===== src/rtl/axi_pkg.sv =====
// axi_pkg: AXI response/ATOP encodings, the ATOP read-response decode helper
// and default request/response channel structs (4-bit id, 64-bit data).
package axi_pkg;
    typedef logic [1:0] resp_t;
    typedef logic [5:0] atop_t;
    localparam resp_t RESP_OKAY   = 2'b00;
    localparam resp_t RESP_EXOKAY = 2'b01;
    localparam resp_t RESP_SLVERR = 2'b10;
    localparam resp_t RESP_DECERR = 2'b11;
    localparam logic [1:0] ATOMICSTORE = 2'b01;
    localparam logic [1:0] ATOMICLOAD  = 2'b10;
    localparam atop_t ATOMICSWAP = 6'b110000;
    localparam atop_t ATOMICCMP  = 6'b110001;

    // Atomics that return data on R in addition to the B response
    function automatic logic atop_r_resp(input atop_t atop);
        return atop[5:4] == ATOMICLOAD || atop == ATOMICSWAP || atop == ATOMICCMP;
    endfunction

    typedef struct packed {
        logic [3:0]  id;
        logic [31:0] addr;
        logic [7:0]  len;
        atop_t       atop;
    } default_aw_t;

    typedef struct packed {
        logic [63:0] data;
        logic        last;
    } default_w_t;

    typedef struct packed {
        logic [3:0]  id;
        logic [31:0] addr;
        logic [7:0]  len;
    } default_ar_t;

    typedef struct packed {
        logic [3:0] id;
        resp_t      resp;
        logic       user;
    } default_b_t;

    typedef struct packed {
        logic [3:0]  id;
        logic [63:0] data;
        resp_t       resp;
        logic        last;
        logic        user;
    } default_r_t;

    typedef struct packed {
        default_aw_t aw;
        logic        aw_valid;
        default_w_t  w;
        logic        w_valid;
        logic        b_ready;
        default_ar_t ar;
        logic        ar_valid;
        logic        r_ready;
    } default_req_t;

    typedef struct packed {
        logic       aw_ready;
        logic       w_ready;
        logic       ar_ready;
        logic       b_valid;
        default_b_t b;
        logic       r_valid;
        default_r_t r;
    } default_resp_t;
endpackage


===== src/rtl/fifo_v3.sv =====
// fifo_v3: common_cells style FIFO with optional fall-through; rst_ni and
// flush_i both clear the pointers synchronously on the rising clock edge.
module fifo_v3 #(
    parameter bit          FALL_THROUGH = 1'b0,
    parameter int unsigned DATA_WIDTH   = 32,
    parameter int unsigned DEPTH        = 8,
    parameter type         dtype        = logic [DATA_WIDTH-1:0],
    parameter int unsigned ADDR_DEPTH   = (DEPTH > 1) ? $clog2(DEPTH) : 1
) (
    input  logic                  clk_i,
    input  logic                  rst_ni,
    input  logic                  flush_i,
    input  logic                  testmode_i,
    output logic                  full_o,
    output logic                  empty_o,
    output logic [ADDR_DEPTH-1:0] usage_o,
    input  dtype                  data_i,
    input  logic                  push_i,
    output dtype                  data_o,
    input  logic                  pop_i
);
    localparam logic [ADDR_DEPTH:0]   FullCnt = (ADDR_DEPTH+1)'(DEPTH);
    localparam logic [ADDR_DEPTH-1:0] LastPtr = ADDR_DEPTH'(DEPTH - 1);

    dtype mem [DEPTH];
    logic [ADDR_DEPTH-1:0] rd, wr;
    logic [ADDR_DEPTH:0] cnt;
    logic bypass, do_push, do_pop, unused_testmode;

    assign unused_testmode = testmode_i;
    assign bypass  = FALL_THROUGH && cnt == '0 && push_i && pop_i;
    assign do_push = push_i && !full_o && !bypass;
    assign do_pop  = pop_i && cnt != '0 && !bypass;
    assign full_o  = cnt == FullCnt;
    assign empty_o = cnt == '0 && !(FALL_THROUGH && push_i);
    assign usage_o = cnt[ADDR_DEPTH-1:0];
    assign data_o  = (FALL_THROUGH && cnt == '0) ? data_i : mem[rd];

    always_ff @(posedge clk_i) begin
        if (!rst_ni || flush_i) begin
            rd  <= '0;
            wr  <= '0;
            cnt <= '0;
        end else begin
            if (do_push) wr <= (wr == LastPtr) ? '0 : wr + ADDR_DEPTH'(1);
            if (do_pop) rd <= (rd == LastPtr) ? '0 : rd + ADDR_DEPTH'(1);
            cnt <= cnt + (ADDR_DEPTH+1)'(do_push) - (ADDR_DEPTH+1)'(do_pop);
        end
    end

    always_ff @(posedge clk_i)
        if (do_push) mem[wr] <= data_i;
endmodule


===== src/rtl/axi_err_responder.sv =====
// axi_err_responder: terminates every AXI transaction with SLVERR.
// AXI_ERR_RESPONDER_ATOP_EN enables R-beat injection for atomics that return data.
module axi_err_responder import axi_pkg::*; #(
    parameter int unsigned AxiIdWidth   = 4,
    parameter int unsigned AxiDataWidth = 64,
    parameter int unsigned MaxTxns      = 8,
    parameter logic [63:0] RespData     = 64'hCA11AB1E_BADCAB1E,
    parameter type         axi_req_t    = default_req_t,
    parameter type         axi_resp_t   = default_resp_t
) (
    input  logic      clk_i,
    input  logic      rst_i,
    input  axi_req_t  slv_req_i,
    output axi_resp_t slv_resp_o
);
    localparam int unsigned RqW = AxiIdWidth + 8;
    localparam int unsigned UsW = (MaxTxns > 1) ? $clog2(MaxTxns) : 1;

    logic aw_full, aw_empty, aw_push, aw_pop, aw_r, aw_r_push;
    logic b_full, b_empty, b_pop;
    logic r_full, r_empty, r_push, r_pop, r_hs, r_last;
    logic aw_ready, w_ready, ar_ready, ar_push, b_valid, r_valid;
    logic [AxiIdWidth-1:0] aw_head, b_head;
    logic [RqW-1:0] r_in, r_head;
    logic [UsW-1:0] aw_usage, b_usage, r_usage;
    logic [7:0] beat;
    logic unused;

`ifdef AXI_ERR_RESPONDER_ATOP_EN
    assign aw_r = atop_r_resp(slv_req_i.aw.atop);
`else
    assign aw_r = 1'b0;
`endif
    assign unused = ^{slv_req_i.aw.addr, slv_req_i.aw.atop, slv_req_i.w.data,
                      slv_req_i.ar.addr, aw_usage, b_usage, r_usage};

    // An atomic needing R beats may only enter when both queues have room
    assign aw_ready  = !rst_i && !aw_full && !(aw_r && r_full);
    assign aw_push   = slv_req_i.aw_valid && aw_ready;
    assign aw_r_push = aw_push && aw_r;
    assign ar_ready  = !rst_i && !r_full && !aw_r_push;
    assign ar_push   = slv_req_i.ar_valid && ar_ready;
    assign r_push    = ar_push || aw_r_push;
    assign r_in      = aw_r_push ? {slv_req_i.aw.id, slv_req_i.aw.len}
                                 : {slv_req_i.ar.id, slv_req_i.ar.len};

    assign w_ready = !rst_i && !aw_empty && !b_full;
    assign aw_pop  = slv_req_i.w_valid && w_ready && slv_req_i.w.last;
    assign b_valid = !rst_i && !b_empty;
    assign b_pop   = b_valid && slv_req_i.b_ready;

    assign r_valid = !rst_i && !r_empty;
    assign r_last  = beat == r_head[7:0];
    assign r_hs    = r_valid && slv_req_i.r_ready;
    assign r_pop   = r_hs && r_last;

    always_ff @(posedge clk_i)
        if (rst_i) beat <= '0;
        else if (r_hs) beat <= r_last ? '0 : beat + 8'd1;

    fifo_v3 #(.DATA_WIDTH(AxiIdWidth), .DEPTH(MaxTxns)) i_aw_fifo (
        .clk_i(clk_i), .rst_ni(!rst_i), .flush_i(1'b0), .testmode_i(1'b0),
        .full_o(aw_full), .empty_o(aw_empty), .usage_o(aw_usage),
        .data_i(slv_req_i.aw.id), .push_i(aw_push), .data_o(aw_head), .pop_i(aw_pop)
    );

    fifo_v3 #(.DATA_WIDTH(AxiIdWidth), .DEPTH(MaxTxns)) i_b_fifo (
        .clk_i(clk_i), .rst_ni(!rst_i), .flush_i(1'b0), .testmode_i(1'b0),
        .full_o(b_full), .empty_o(b_empty), .usage_o(b_usage),
        .data_i(aw_head), .push_i(aw_pop), .data_o(b_head), .pop_i(b_pop)
    );

    fifo_v3 #(.DATA_WIDTH(RqW), .DEPTH(MaxTxns)) i_r_fifo (
        .clk_i(clk_i), .rst_ni(!rst_i), .flush_i(1'b0), .testmode_i(1'b0),
        .full_o(r_full), .empty_o(r_empty), .usage_o(r_usage),
        .data_i(r_in), .push_i(r_push), .data_o(r_head), .pop_i(r_pop)
    );

    always_comb begin
        slv_resp_o          = '0;
        slv_resp_o.aw_ready = aw_ready;
        slv_resp_o.w_ready  = w_ready;
        slv_resp_o.ar_ready = ar_ready;
        slv_resp_o.b_valid  = b_valid;
        slv_resp_o.b.id     = b_head;
        slv_resp_o.b.resp   = RESP_SLVERR;
        slv_resp_o.r_valid  = r_valid;
        slv_resp_o.r.id     = r_head[RqW-1:8];
        slv_resp_o.r.data   = AxiDataWidth'(RespData);
        slv_resp_o.r.resp   = RESP_SLVERR;
        slv_resp_o.r.last   = r_last;
    end
endmodule


===== config.mk =====
export PLATFORM = sky130hd
export DESIGN_NAME = axi_err_responder
export DESIGN_NICKNAME = d
export VERILOG_FILES = /design/src/rtl/axi_pkg.sv /design/src/rtl/fifo_v3.sv /design/src/rtl/axi_err_responder.sv
export SDC_FILE = /design/constraint.sdc
export NUM_CORES = 1
export LEC_CHECK = 0
export CAP_MARGIN = 20
export CORE_MARGIN = 10
export CORE_UTILIZATION = 45
export DETAILED_ROUTE_END_ITERATION = 8
export PLACE_DENSITY = 0.76
export SYNTH_ARGS = -nofsm -noshare
export SYNTH_HDL_FRONTEND = slang
export SYNTH_SLANG_ARGS = --single-unit

===== constraint.sdc =====
create_clock -name clk_i -period 10.4 [get_ports clk_i]
set_input_delay 1.56 -clock clk_i [delete_from_list [all_inputs] [get_ports clk_i]]
set_output_delay 1.56 -clock clk_i [all_outputs]
set_load 0.03 [all_outputs]

Yosys cells after proc, flatten, opt, wreduce, memory -nomap -nowiden

Memories as Yosys holds them, arrays and structs flattened. A register that Yosys moved wholly into a read port is not among the register bits.
Index checks and enable logic that the tools add are counted.

$add $sub $neg: 13
Eq/ne operators: 10
Muxes and demuxes: 19
Reductions and logical operators: 32

Operator list:

| cell                                                          | count |
|---|---|
| 3-bit 2-to-1 mux                                              | 12 |
| 1-bit logical AND                                             | 19 |
| 3-bit by 1-bit adder with 3-bit output, second input constant | 6 |
| 3-bit equality test, second input constant                    | 6 |
| 4-bit by 1-bit adder with 4-bit output                        | 3 |
| 4-bit equality test, second input constant                    | 3 |
| 4-bit zero test                                               | 3 |
| 4-bit nonzero test                                            | 3 |
| 4-bit by 1-bit subtractor with 4-bit output                   | 3 |
| 8-bit by 1-bit adder with 8-bit output, second input constant | 1 |
| 8-bit equality test                                           | 1 |
| 8-bit 2-to-1 mux                                              | 1 |
| 1-bit zero test                                               | 7 |
| 1-bit 2-to-1 mux                                              | 6 |

Input bits: 166
Memory bits (writable): 160
Bits in registers: 38
Memories: 3
Logic and storage cells: 87
Output and inout bits: 84

Memory list:

| memory        | depth | bits a word | rd ports | clocked after Yosys merged registers in | wr ports | line          | RTL |
|---|---|---|---|---|---|---|---|
| i_r_fifo.mem  | 8     | 12          | 1        | 1                                       | 1        | fifo_v3.sv:25 | `dtype mem [DEPTH];` |
| i_aw_fifo.mem | 8     | 4           | 1        | 1                                       | 1        | fifo_v3.sv:25 |  |
| i_b_fifo.mem  | 8     | 4           | 1        | 1                                       | 1        | fifo_v3.sv:25 |  |

Longest topological paths before layout

Gate-level depths: netlist of the first run.

Depth in word-level cells: 9
Mapped depth: 17
Depth with buffers taken out: 13

Hierarchy

Synthesis of the first run repeated with hierarchy kept, for this count alone.

Cell total of the unflattened synthesis: 616
Area, all modules: 9441.6 sq um

Modules (own cells, without submodules):

| module                  | cells an instance | times used | seq. area each (sq um) | area each (sq um) |
|---|---|---|---|---|
| fifo_v3 (i_r_fifo)      | 221               | 1          | 3143.0                 | 4406.7 |
| fifo_v3 (i_aw_fifo ...) | 128               | 2          | 1221.2                 | 1964.4 |
| axi_err_responder       | 139               | 1          | 160.2                  | 1106.1 |

Worst setup path before layout of the first run

Ideal clock, no wire load.

Path type: reg-to-output
Start: register (tool-made name)
End: output port slv_resp_o[1] (netlist bit)
Cell stages (with the launch flop): 11
Path slack: 6.606 ns
Arrival: 2.234 ns
Required time: 8.840 ns
Buffers on the path: 4
Cell sequence: dfxtp_1 buf_6 buf_12 mux4_2 mux2i_1 xor2_1 nand2_1 or4_4 buf_6 inv_1 buf_4

RTL lines:

| item             | line                    | RTL |
|---|---|---|
| end: declaration | axi_err_responder.sv:14 | `output axi_resp_t slv_resp_o` |

==> results of run 1 <==
## layout make-up
cell class	count	share of cell area
multi-input combinational	360	0.282
timing repair buffer	46	0.0433
clock inverter	12	0.00941
tap	265	0.0328
sequential	207	0.569
clock buffer	24	0.0541
inverter	26	0.00966
## per-stage QoR
step | util | instance area, sq um | std cells | setup slack, ns | power (mW)
after floorplan | - | 9360 | 689 | 6.61 | 1.22
after global placement | 0.480 | 9460 | 904 | 5.39 | 1.27
after detailed placement | 0.480 | 9460 | 904 | 5.35 | 1.29
after CTS | 0.512 | 10100 | 940 | 4.82 | 1.99
after global routing | 0.512 | 10100 | 940 | 4.62 | 2.06
final | 0.512 | 10100 | 940 | 4.90 | 1.98
## cells by family (layout without fill, tap and decap cells)
kind of cell	count (synthesis)	in the layout
XOR/XNOR	14	14
AND/OR/NAND/NOR	133	133
adder cells (fa/ha/maj)	34	34
multiplexers	64	64
flip-flops	207	207
AO/OA/AOI/OAI	45	45
other	2	70
buffers and inverters	122	108
## cell usage in the layout (no fill, tap or decap), types with 26 or more instances in the layout
cell | netlist | layout
edfxtp_1 | 160 | 160
conb_1 | 2 | 70
dfxtp_1 | 47 | 46
clkdlybuf4s50_1 | 0 | 37
nor2_1 | 34 | 34
mux4_2 | 32 | 32
nand2_1 | 31 | 31
ha_1 | 31 | 31
inv_1 | 26 | 26
## path summary, 6_finish.rpt
kind	startpoint	endpoint	slack, ns
worst max-delay path	flip-flop	slv_resp_o[1]	4.90
worst min-delay path	i_aw_fifo.rd[1]$_SDFFE_PP0N_	flip-flop	0.49
worst max register to register	flip-flop	i_r_fifo.cnt[3]$_SDFF_PP0_	6.00
worst min register to register	i_aw_fifo.rd[1]$_SDFFE_PP0N_	flip-flop	0.49
## sequential cells by signal (all words and copies together) (netlist names), named ones only
signal and flops:
beat 8, i_aw_fifo.cnt 4, i_aw_fifo.mem 32, i_aw_fifo.rd 3, i_aw_fifo.wr 3, i_b_fifo.cnt 4, i_b_fifo.mem 32, i_b_fifo.rd 3
i_b_fifo.wr 3, i_r_fifo.cnt 4, i_r_fifo.mem 96, i_r_fifo.rd 3, i_r_fifo.wr 3
## worst min-delay path, stage by stage, from the launching register on
cell and delay (ns):
dfxtp_1 0.31, nand2_1 0.05, a21oi_1 0.07
## layer usage
layer,GRT usage,vias to the layer above
met3,0.0273,31
met2,0.222,137
met1,0.142,2318
li1,-,2217
met4,0.0376,0
met5,0,-
## power by group through the flow
stage	Combinational [mW]	Clock, mW	Sequential (mW)
floorplan	0.259	0	0.965
global placement	0.288	0	0.979
detailed placement	0.307	0	0.983
CTS	0.310	0.713	0.966
global route	0.339	0.748	0.970
finish	0.307	0.703	0.965
==> results.sh, run 1 <==
export IMPL_status="completed"
export IMPL_grt_pass1_wl_um=26400
export IMPL_regArea_sq_um=5750
export IMPL_path_cells="mux4_2 -> mux2i_1 -> xor2_1 -> o221ai_1 -> or4_4 -> inv_1 -> clkdlybuf4s50_1"
export IMPL_r2r_cells=13
export IMPL_ys_types=44
export IMPL_remaining_drc_errors=0
export IMPL_multi_input_area_sq_um=2850
export IMPL_n_antenna_cell=0
export IMPL_syn2layout_area_growth_pct=10.9
export IMPL_setup_viol=0
export IMPL_nFillCells=1604
export IMPL_worstMarginPinSlew_ns=1.07
export IMPL_grt_max_degree=44
export IMPL_finalCritPeriodShare=0.529
export IMPL_totalWireLength_um=16800
export IMPL_vias=4703
export IMPL_synth_largest_area_cell="edfxtp_1"
export IMPL_clk_pin_slew_ns=0.06
export IMPL_final_layout_size_suffix_gt1_frac=0.132
export IMPL_path_class="flip-flop to output pin"
export IMPL_synth_cells=621
export IMPL_arrival_ns=3.94
export IMPL_hold_class="flip-flop to flip-flop"
export IMPL_gp_congestion=0.798
export IMPL_swShare=0.259
export IMPL_via_per_inst=5.00
export IMPL_cpLargestDelayFamily="flip-flops"
export IMPL_ir_worst_vdd_uv=98.3
export IMPL_fin_setup_tns_ns=0
export IMPL_crit_cells=7
export IMPL_die_w_um=162
export IMPL_io_pins=250
export IMPL_dp_hpwl_um=11500
export IMPL_worstSetupStartpointType="flip-flop"
export IMPL_cts_resized=0
export IMPL_wl_met3_um=1180
export IMPL_critPathSlowestCell="dfxtp_2"
export IMPL_cts_sinks=207
export IMPL_synth_simple_area_share=0.0731
export IMPL_yosysWarningCount=0
export IMPL_synth_edff_count=160
export IMPL_first_pass_iters=4
export IMPL_antenna_found_initial=0
export IMPL_slowest_delay_ns=1.02
export IMPL_fin_crit_ns=5.50
export IMPL_m1WireLength_um=6620
export IMPL_die_area_sq_um=26300
export IMPL_syn_area_sq_um=9110
export IMPL_cap_violations=0
export IMPL_fmax_ghz=0.182
export IMPL_detail_route_antenna_nets=0
export IMPL_synthXorXnorAreaFrac=0.0135
export IMPL_power_leakage_nw=3.55
export IMPL_synth_top_family_by_area="multiplexers"
export IMPL_start_util=0.462
export IMPL_syn_avg_cell_area_sq_um=14.7
export IMPL_cp_max_fo=32
export IMPL_critPathBufInv=2
export IMPL_grt_pass1_vias=5045
export IMPL_first_iter_violations=328
export IMPL_synth_fa_ha_area_frac=0.0492
export IMPL_cts_root_buf="clkbuf_16"
export IMPL_power_switching_mw=0.512
export IMPL_cts_tree="done"
export IMPL_nets=862
export IMPL_insertion_delay_ns=0.49
export IMPL_clockBufferDepth=3
export IMPL_grtUsageTotal=0.123
export IMPL_worstPathRequired_ns=8.84
export IMPL_grt_ovfl_total=0
export IMPL_row_count=51
export IMPL_pwr_share_comb=0.156
export IMPL_synth_commonest_cells="160 x edfxtp_1, 78 x buf_4, 47 x dfxtp_1"
export IMPL_die_y_um=162
export IMPL_synth_seq_cells=207
export IMPL_holdWs_ns=0.488
export IMPL_synth_flop_cell="edfxtp_1"
export IMPL_wl_met2_um=8590
export IMPL_p_per_area_nw_per_um2=195
export IMPL_cp_end_kind="output pin"
export IMPL_synth_compound_area_frac=0.0302
export IMPL_synth_area_top_cells="edfxtp_1 53%, dfxtp_1 10%, mux4_2 7.9%"
export IMPL_slew_viol_final=0
export IMPL_relSlewSlack=0.280
export IMPL_whs_path_depth=2
export IMPL_synth_async_reset_ratio=0
export IMPL_seqPwrFrac=0.489
export IMPL_drt_wirelength_per_cell_um=17.8
export IMPL_yosysTopAreaCellShare=0.527
export IMPL_final_hold_viol_count=0
export IMPL_p_clk_frac=0.356
export IMPL_clock_skew_ns=0.00896
export IMPL_port_buffers=37
export IMPL_internal_power_mw=1.46
export IMPL_rsz0062_at_grt="false"
export IMPL_cts_setup_buffers=0
export IMPL_synthMostInstantiatedCell="edfxtp_1"
export IMPL_maxUsedRoutingLayer="met4"
export IMPL_cts_max_level=1
export IMPL_synthMuxAreaShare=0.116
export IMPL_cts_buffers=21
export IMPL_yosysSeqAreaShare=0.631
export IMPL_ctsHoldBuffers=0
export IMPL_core_sq_um=19700
Power figures use the tool's default switching activity.
==> run 2: changes to the inputs <==
==> constraint.sdc (replaced) <==
create_clock -name clk_i -period 5.4 [get_ports clk_i]
set_input_delay 0.81 -clock clk_i [delete_from_list [all_inputs] [get_ports clk_i]]
set_output_delay 0.81 -clock clk_i [all_outputs]
set_load 0.03 [all_outputs]
==> run 2 against run 1 <==
  * Count of clock-buffer cells in the layout grew 5
  * Final cell count is 0.21% higher
  * Clock skew rose by 0.0023 ns
  * Largest cell class unchanged
  * Utilization down 0.083 points
  * Sequential share of layout area increased by 0.091 points
  * Combinational power up 93%
  * Wire length decreased by 1.9%
  * Flip-flop and latch count is the same
  * Global-route usage barely moved
==> results.sh, run 2 (synthesis results as in run 1) <==
export IMPL_status="completed"
export IMPL_path_class="flip-flop to output pin"
export IMPL_setup_viol=0
export IMPL_whs_path_depth=2
export IMPL_die_y_um=162
export IMPL_dp_hpwl_um=11400
export IMPL_slowest_delay_ns=0.89
export IMPL_start_util=0.462
export IMPL_cts_sinks=207
export IMPL_cap_violations=0
export IMPL_finalPower_mw=3.75
export IMPL_core_sq_um=19700
export IMPL_ir_worst_vdd_uv=203
export IMPL_rsz0062_at_grt="false"
export IMPL_maxUsedRoutingLayer="met4"
export IMPL_crit_cells=7
export IMPL_first_pass_iters=4
export IMPL_wl_met3_um=1340
export IMPL_nets=863
export IMPL_first_iter_violations=358
export IMPL_top_register="i_r_fifo.mem"
export IMPL_cts_tree="done"
export IMPL_antenna_found_initial=0
export IMPL_finalCritPeriodShare=0.857
export IMPL_cpLargestDelayFamily="flip-flops"
export IMPL_insertion_delay_ns=0.49
export IMPL_final_hold_viol_count=0
export IMPL_cts_resized=0
export IMPL_remaining_drc_errors=0
export IMPL_setup_slack_ns=0.770
export IMPL_layout_common_cells="160 x edfxtp_1, 70 x conb_1, 46 x dfxtp_1"
export IMPL_clk_pin_slew_ns=0.06
export IMPL_cts_setup_buffers=0
export IMPL_vias=4723
export IMPL_p_per_area_nw_per_um2=372
export IMPL_top_regs="i_r_fifo.mem (96), i_aw_fifo.mem (32), i_b_fifo.mem (32)"
export IMPL_grtUsageTotal=0.123
export IMPL_worstPathRequired_ns=4.59
export IMPL_hold_class="flip-flop to flip-flop"
export IMPL_worstSetupStartpointType="flip-flop"
export IMPL_final_layout_size_suffix_gt1_frac=0.130
export IMPL_via_per_inst=5.01
export IMPL_cp_max_fo=25
export IMPL_io_pins=250
export IMPL_port_buffers=37
export IMPL_largest_reg_flops=96
export IMPL_cp_end_kind="output pin"
export IMPL_dpl_worst_slack_ns=1.11
export IMPL_die_w_um=162
export IMPL_totalWireLength_um=16400
export IMPL_fin_crit_ns=4.63
export IMPL_grt_pass1_wl_um=26400
export IMPL_relSlewSlack=0.389
export IMPL_worstMarginPinSlew_ns=0.916
export IMPL_grt_max_degree=43
export IMPL_row_count=51
export IMPL_grt_ovfl_total=0
export IMPL_wl_met2_um=8150
export IMPL_fin_setup_tns_ns=0
export IMPL_fmax_ghz=0.216
export IMPL_power_leakage_nw=3.54
export IMPL_gp_congestion=0.788
export IMPL_r2r_cells=13
export IMPL_path_cells="mux4_2 -> mux2i_1 -> xor2_1 -> o221ai_1 -> or4_4 -> inv_1 -> clkdlybuf4s50_1"
export IMPL_syn2layout_area_growth_pct=10.7
export IMPL_n_antenna_cell=0
export IMPL_slew_viol_final=0
export IMPL_clock_skew_ns=0.0113
export IMPL_cts_max_level=1
export IMPL_cts_root_buf="clkbuf_16"
export IMPL_arrival_ns=3.82
export IMPL_cts_buffers=20
export IMPL_ctsHoldBuffers=0
export IMPL_mostFrequentLayoutCell="edfxtp_1"
export IMPL_die_area_sq_um=26300
export IMPL_critPathBufInv=2
export IMPL_drt_wirelength_per_cell_um=17.5
export IMPL_grt_pass1_vias=5058
export IMPL_m1WireLength_um=6520
export IMPL_critPathSlowestCell="dfxtp_2"
export IMPL_clockBufferDepth=3
export IMPL_detail_route_antenna_nets=0
run 2: worst register-to-register path: stages (launching register included):
cell	delay, ns
dfxtp_2	0.89
mux4_2	0.60
mux2i_1	0.24
xor2_1	0.17
o221ai_1	0.14
or4_4	0.51
nor2_1	0.39
ha_1	0.32
inv_1	0.06
ha_1	0.15
inv_1	0.06
fa_1	0.39
xor2_1	0.15
nor2_1	0.05
run 2: final timing paths:
| path | from | endpoint | slack (ns) |
|---|---|---|---|
| worst min register to register | i_aw_fifo.rd[1]$_SDFFE_PP0N_ | flip-flop | 0.48 |
| worst min-delay path | i_aw_fifo.rd[1]$_SDFFE_PP0N_ | flip-flop | 0.48 |
| worst max-delay path | flip-flop | slv_resp_o[1] | 0.77 |
| worst max register to register | flip-flop | i_r_fifo.cnt[2]$_SDFF_PP0_ | 1.15 |
run 2: report_power, final:
part / internal, mW / switching [mW]
combinational: 0.245 / 0.346
clock: 0.752 / 0.551
sequential: 1.80 / 0.0605
total: 2.79 / 0.957
run 2: cell type report:
cell class | count | area [sq um]
fill | 1555 | 9630
sequential | 207 | 5750
multi-input combinational | 360 | 2840
clock buffer | 29 | 586
timing repair buffer | 48 | 453
tap | 265 | 332
inverter | 26 | 97.6
clock inverter | 7 | 33.8
run 2: per-layer routing:
layer / track usage / vias up
met2: 0.213 / 147
met5: 0 / -
li1: - / 2221
met1: 0.145 / 2325
met4: 0.0430 / 0
met3: 0.0298 / 30
run 2: metrics by stage:
stage / cell area (sq um) / util / hold slack [ns] / cells
2_1_floorplan: 9360 / - / 0.450 / 689
3_3_place_gp: 9470 / 0.480 / 0.459 / 906
3_5_place_dp: 9470 / 0.480 / 0.472 / 906
4_1_cts: 10100 / 0.512 / 0.487 / 942
5_1_grt: 10100 / 0.512 / 0.527 / 942
6_report: 10100 / 0.512 / 0.482 / 942
==> RTL edit 1, RTL diff (settings of run 2) <==
`MaxTxns`: 8 -> 16.
--- a/src/rtl/axi_err_responder.sv
+++ b/src/rtl/axi_err_responder.sv
@@ -5,3 +5,3 @@
     parameter int unsigned AxiDataWidth = 64,
-    parameter int unsigned MaxTxns      = 8,
+    parameter int unsigned MaxTxns      = 16,
     parameter logic [63:0] RespData     = 64'hCA11AB1E_BADCAB1E,
Function: changed (a bounded check fails within 10 cycles, from zero or initial values and one cycle with rst_i high).
==> RTL edit 1 against run 2 <==
Routed wire length grew 83%; highest routed layer unchanged; count of clock-buffer cells in the layout grew 24; synthesized cell count grew 56%; cell area grew 79%; total power grew 81%; synthesized area grew 76%; sequential cell count grew 172; critical path type unchanged; largest power group unchanged; worst setup slack lost 260 ps; clock power grew 110%.
==> RTL edit 1: results (changes against run 2) <==
ANT cells=0 (unchanged); Worst Path Max Fanout=17 (-32%); clk_lat worst skew=550 ps (+60 ps); GRT Overall Usage=13.80% (+1.5 points); Yosys warnings=0 (unchanged); Cell Area, Placed=16670 µm² (+76%); H-tree Lvls=2 (+1); multiplexer share of the synthesized area=13.64% (+2.0 points); # resized after CTS=0 (unchanged); xor/xnor share of the synthesized area=2.569% (+1.2 points); register-to-register setup slack=980 ps (-170 ps); total CTS buffers=40 (+100%); first-pass GRT wire length=47960 µm (+82%); routed wire length=30000 µm (+83%); Via Count=7871 (+67%); crit path DAT=4080 ps (+260 ps); synth top area cells=edfxtp_1, mux4_2, dfxtp_1; hold path startpoint=i_aw_fifo.rd[3]; Leak=5.966 nW (+68%); Setup Skew=24.58 ps (+13.31 ps); outcome=complete, no violations; Post-Synth Adder-Cell Area=3.030% (-1.9 points); worst vdd ir=0.2902 mV (+43%); drt initial violations=572 (+60%); Crit Path Category=flop to output pin; Placer Congestion=0.8141 (+3.3%); initial antenna violation count=0 (unchanged); vias in the first global route=8268 (+63%); Largest regs=i_r_fifo.mem x192, i_aw_fifo.mem x64, i_b_fifo.mem x64; Largest stage delay, worst path=740 ps (-150 ps); Tightest Pin Transition=894.8 ps (-20.82 ps); Seq/Total Area, Yosys=67.34% (+4.3 points); largest net degree at the start of global routing=35 (-19%); Synth cell types=50 (+14%); Layout Nets=1223 (+42%); DP HPWL=19670 µm (+72%); Synth Area in Compound Gates=2.288% (-0.73 points); FF-to-FF End=i_r_fifo.cnt[4]; count of TritonRoute iterations in the first routing pass=7 (+3); hold_ws=519.2 ps (+37.42 ps); Clock Path Buffers=3 (unchanged); CP max stage cell=dfxtp_2; Post-synth EDFFs=320 (+100%); most common library cells after synthesis=edfxtp_1, buf_4, mux4_2, dfxtp_1, nor2_1; worst r2r path cells=16 (+3); fraction of layout cells with a size suffix above 1=17.49% (+4.5 points)
==> RTL edit 1: logic make-up (layout without fill, tap and decap cells) <==
logic type               Yosys count  after routing
AO/OA/AOI/OAI                     57             57
XOR/XNOR                          47             47
adder cells (fa/ha/maj)           37             37
buffers and inverters            160            174
flip-flops                       379            379
multiplexers                     114            114
other                              2             70
AND/OR/NAND/NOR                  174            174
==> RTL edit 1: cell type report <==
cell class / instances / area (µm²)
clock buffer: 53 / 1112
multi-input combinational: 499 / 4598
tap: 461 / 576.8
fill: 2804 / 17260
sequential: 379 / 10790
clock inverter: 21 / 217.7
timing repair buffer: 63 / 613.1
inverter: 37 / 138.9
==> RTL edit 1: per-stage QoR <==
step / instances / worst slack (ps) / utilization [%]
floorplan: 1038 / 1415 / -
global placement: 1437 / 1005 / 47.20
detailed placement: 1437 / 969.2 / 47.20
CTS: 1511 / 425.0 / 50.97
global route: 1513 / 335.6 / 51.12
finish: 1513 / 506.8 / 51.12
==> RTL edit 1: worst max-delay path: cells and delay by family, from the launching register on <==
kind | cells | cell delay, ps
buf+inv | 2 | 960
flops | 1 | 740
mux | 1 | 540
xor+xnor | 1 | 170
compound gates | 1 | 320
simple gates | 2 | 800
==> RTL edit 1: per-layer routing <==
layer / global-route usage, % / vias up / part of all wire (%)
met5: 0 / - / 0
met4: 3.647 / 0 / 1.6
met3: 3.012 / 44 / 6.3
met2: 23.87 / 242 / 52
met1: 17.17 / 3956 / 41
li1: - / 3629 / -
==> RTL edit 1: power by group <==
part,total [mW],internal (mW),leakage (nW),switching [mW]
sequential,3.34,3.27,3.36,0.0697
clock,2.70,1.58,0.642,1.12
combinational,0.759,0.322,1.96,0.437
==> RTL edit 2, RTL diff (settings of run 2) <==
Made on the original files. Make the reset (`rst_i`) asynchronous in one clocked block.
--- a/src/rtl/axi_err_responder.sv
+++ b/src/rtl/axi_err_responder.sv
@@ -56,3 +56,3 @@
 
-    always_ff @(posedge clk_i)
+    always_ff @(posedge clk_i or posedge rst_i)
         if (rst_i) beat <= '0;
Behaviour: differs if rst_i is asserted again (counterexample within 4 cycles, from zero or initial values and one cycle with rst_i high); with rst_i held inactive, the same outputs for 4 cycles.
==> RTL edit 2 against run 2 <==
Routed wire length decreased by 1.2%; combinational power increased by 3.7%; worst setup slack got worse by 320 ps; sequential cell count unchanged; cell area increased by 0.86%; global-route usage decreased by 0.16 points; count of clock-buffer cells in the layout decreased by 2; maximum frequency decreased by 6.5%; total power increased by 3.8%; register-to-register slack improved by 240 ps; utilization decreased by 0.55 points; critical path type unchanged; synthesized area increased by 0.21%; critical endpoint unchanged.
==> RTL edit 2: results (changes against run 2) <==
Setup Skew=9.824 ps (-1.443 ps); Synth cell types=41 (-6.8%); FILL cells=1626 (+4.6%); non-clk buf share=4.600% (+0.11 points); CLK BUF=27 (-6.9%); multi-input logic area=2818 µm² (-0.75%); outcome=complete, no violations; Comb. pwr=613 µW (+3.7%); Post-Synth Adder-Cell Area=4.907% (-0.010 points); worst vdd ir=0.2630 mV (+30%); routed length on met3=1180 µm (-12%); worst rel slew slack=34.27% (-4.6 points); total CTS buffers=21 (+5.0%); Layout Nets=858 (-0.58%); clock network area share=6.592% (+0.45 points); drt initial violations=392 (+9.5%); Clk power=1.41 mW (+8%); FF-to-FF End=i_r_fifo.cnt[3]; Via Count=4752 (+0.61%); Seq/Total Area, Yosys=63.39% (+0.31 points); sequential share of cell area=56.87% (-0.10 points); GRT Overall Usage=12.12% (-0.16 points); count of TritonRoute iterations in the first routing pass=5 (+1); Period minus WS final=4949 ps (+319.6 ps); wl on met1=6345 µm (-2.7%); Non-clk bufs=50 (+4.2%); synth top area cells=edfxtp_1, dfxtp_1, mux4_2; DP HPWL=11530 µm (+1.1%); first-pass GRT wire length=26120 µm (-1.0%); Cell Area, Placed=9503 µm² (+0.37%); Placer Congestion=0.8031 (+1.9%); largest net degree at the start of global routing=20 (-53%); routed wire length=16250 µm (-1.2%); most common library cells after synthesis=edfxtp_1, buf_4, dfxtp_1, mux4_2, nor2_1; multiplexer share of the synthesized area=12.24% (+0.62 points); Cells after Synth=612 (-1.4%); met3 GRT Util=2.856% (-0.13 points); Switching Share=24.93% (-0.58 points); vias in the first global route=4976 (-1.6%); #MultiIn Comb=353 (-1.9%); Synth Area in Compound Gates=3.180% (+0.16 points); Non-clock inverters=25 (-3.8%); worst r2r path cells=14 (+1); Leak=3.606 nW (+1.7%)
[RTL edit 2: cell count changes after synthesis, moves of 5 or more]
cell	change
a22o_1	+5
dfxtp_1	-8
o21ai_0	+6
nand3b_1	-7
dfrtp_1	+8
a22oi_1	-6
[RTL edit 2: through the flow]
step | hold WS (ps) | utilization (%) | total power, mW
floorplan | 454.1 | - | 2.394
finish | 482.5 | 50.60 | 3.891
detailed placement | 477.3 | 47.27 | 2.518
CTS | 485.9 | 50.60 | 3.926
global placement | 467.9 | 47.27 | 2.482
global route | 497.9 | 50.60 | 4.062
[RTL edit 2: critical path, cell delays in order, from the launching register on]
cell and delay (ps):
dfxtp_1 690, buf_4 370, mux4_2 530, mux2i_1 220, xor2_1 170, nand2_1 80
or4_4 560, inv_1 280, clkdlybuf4s50_1 760
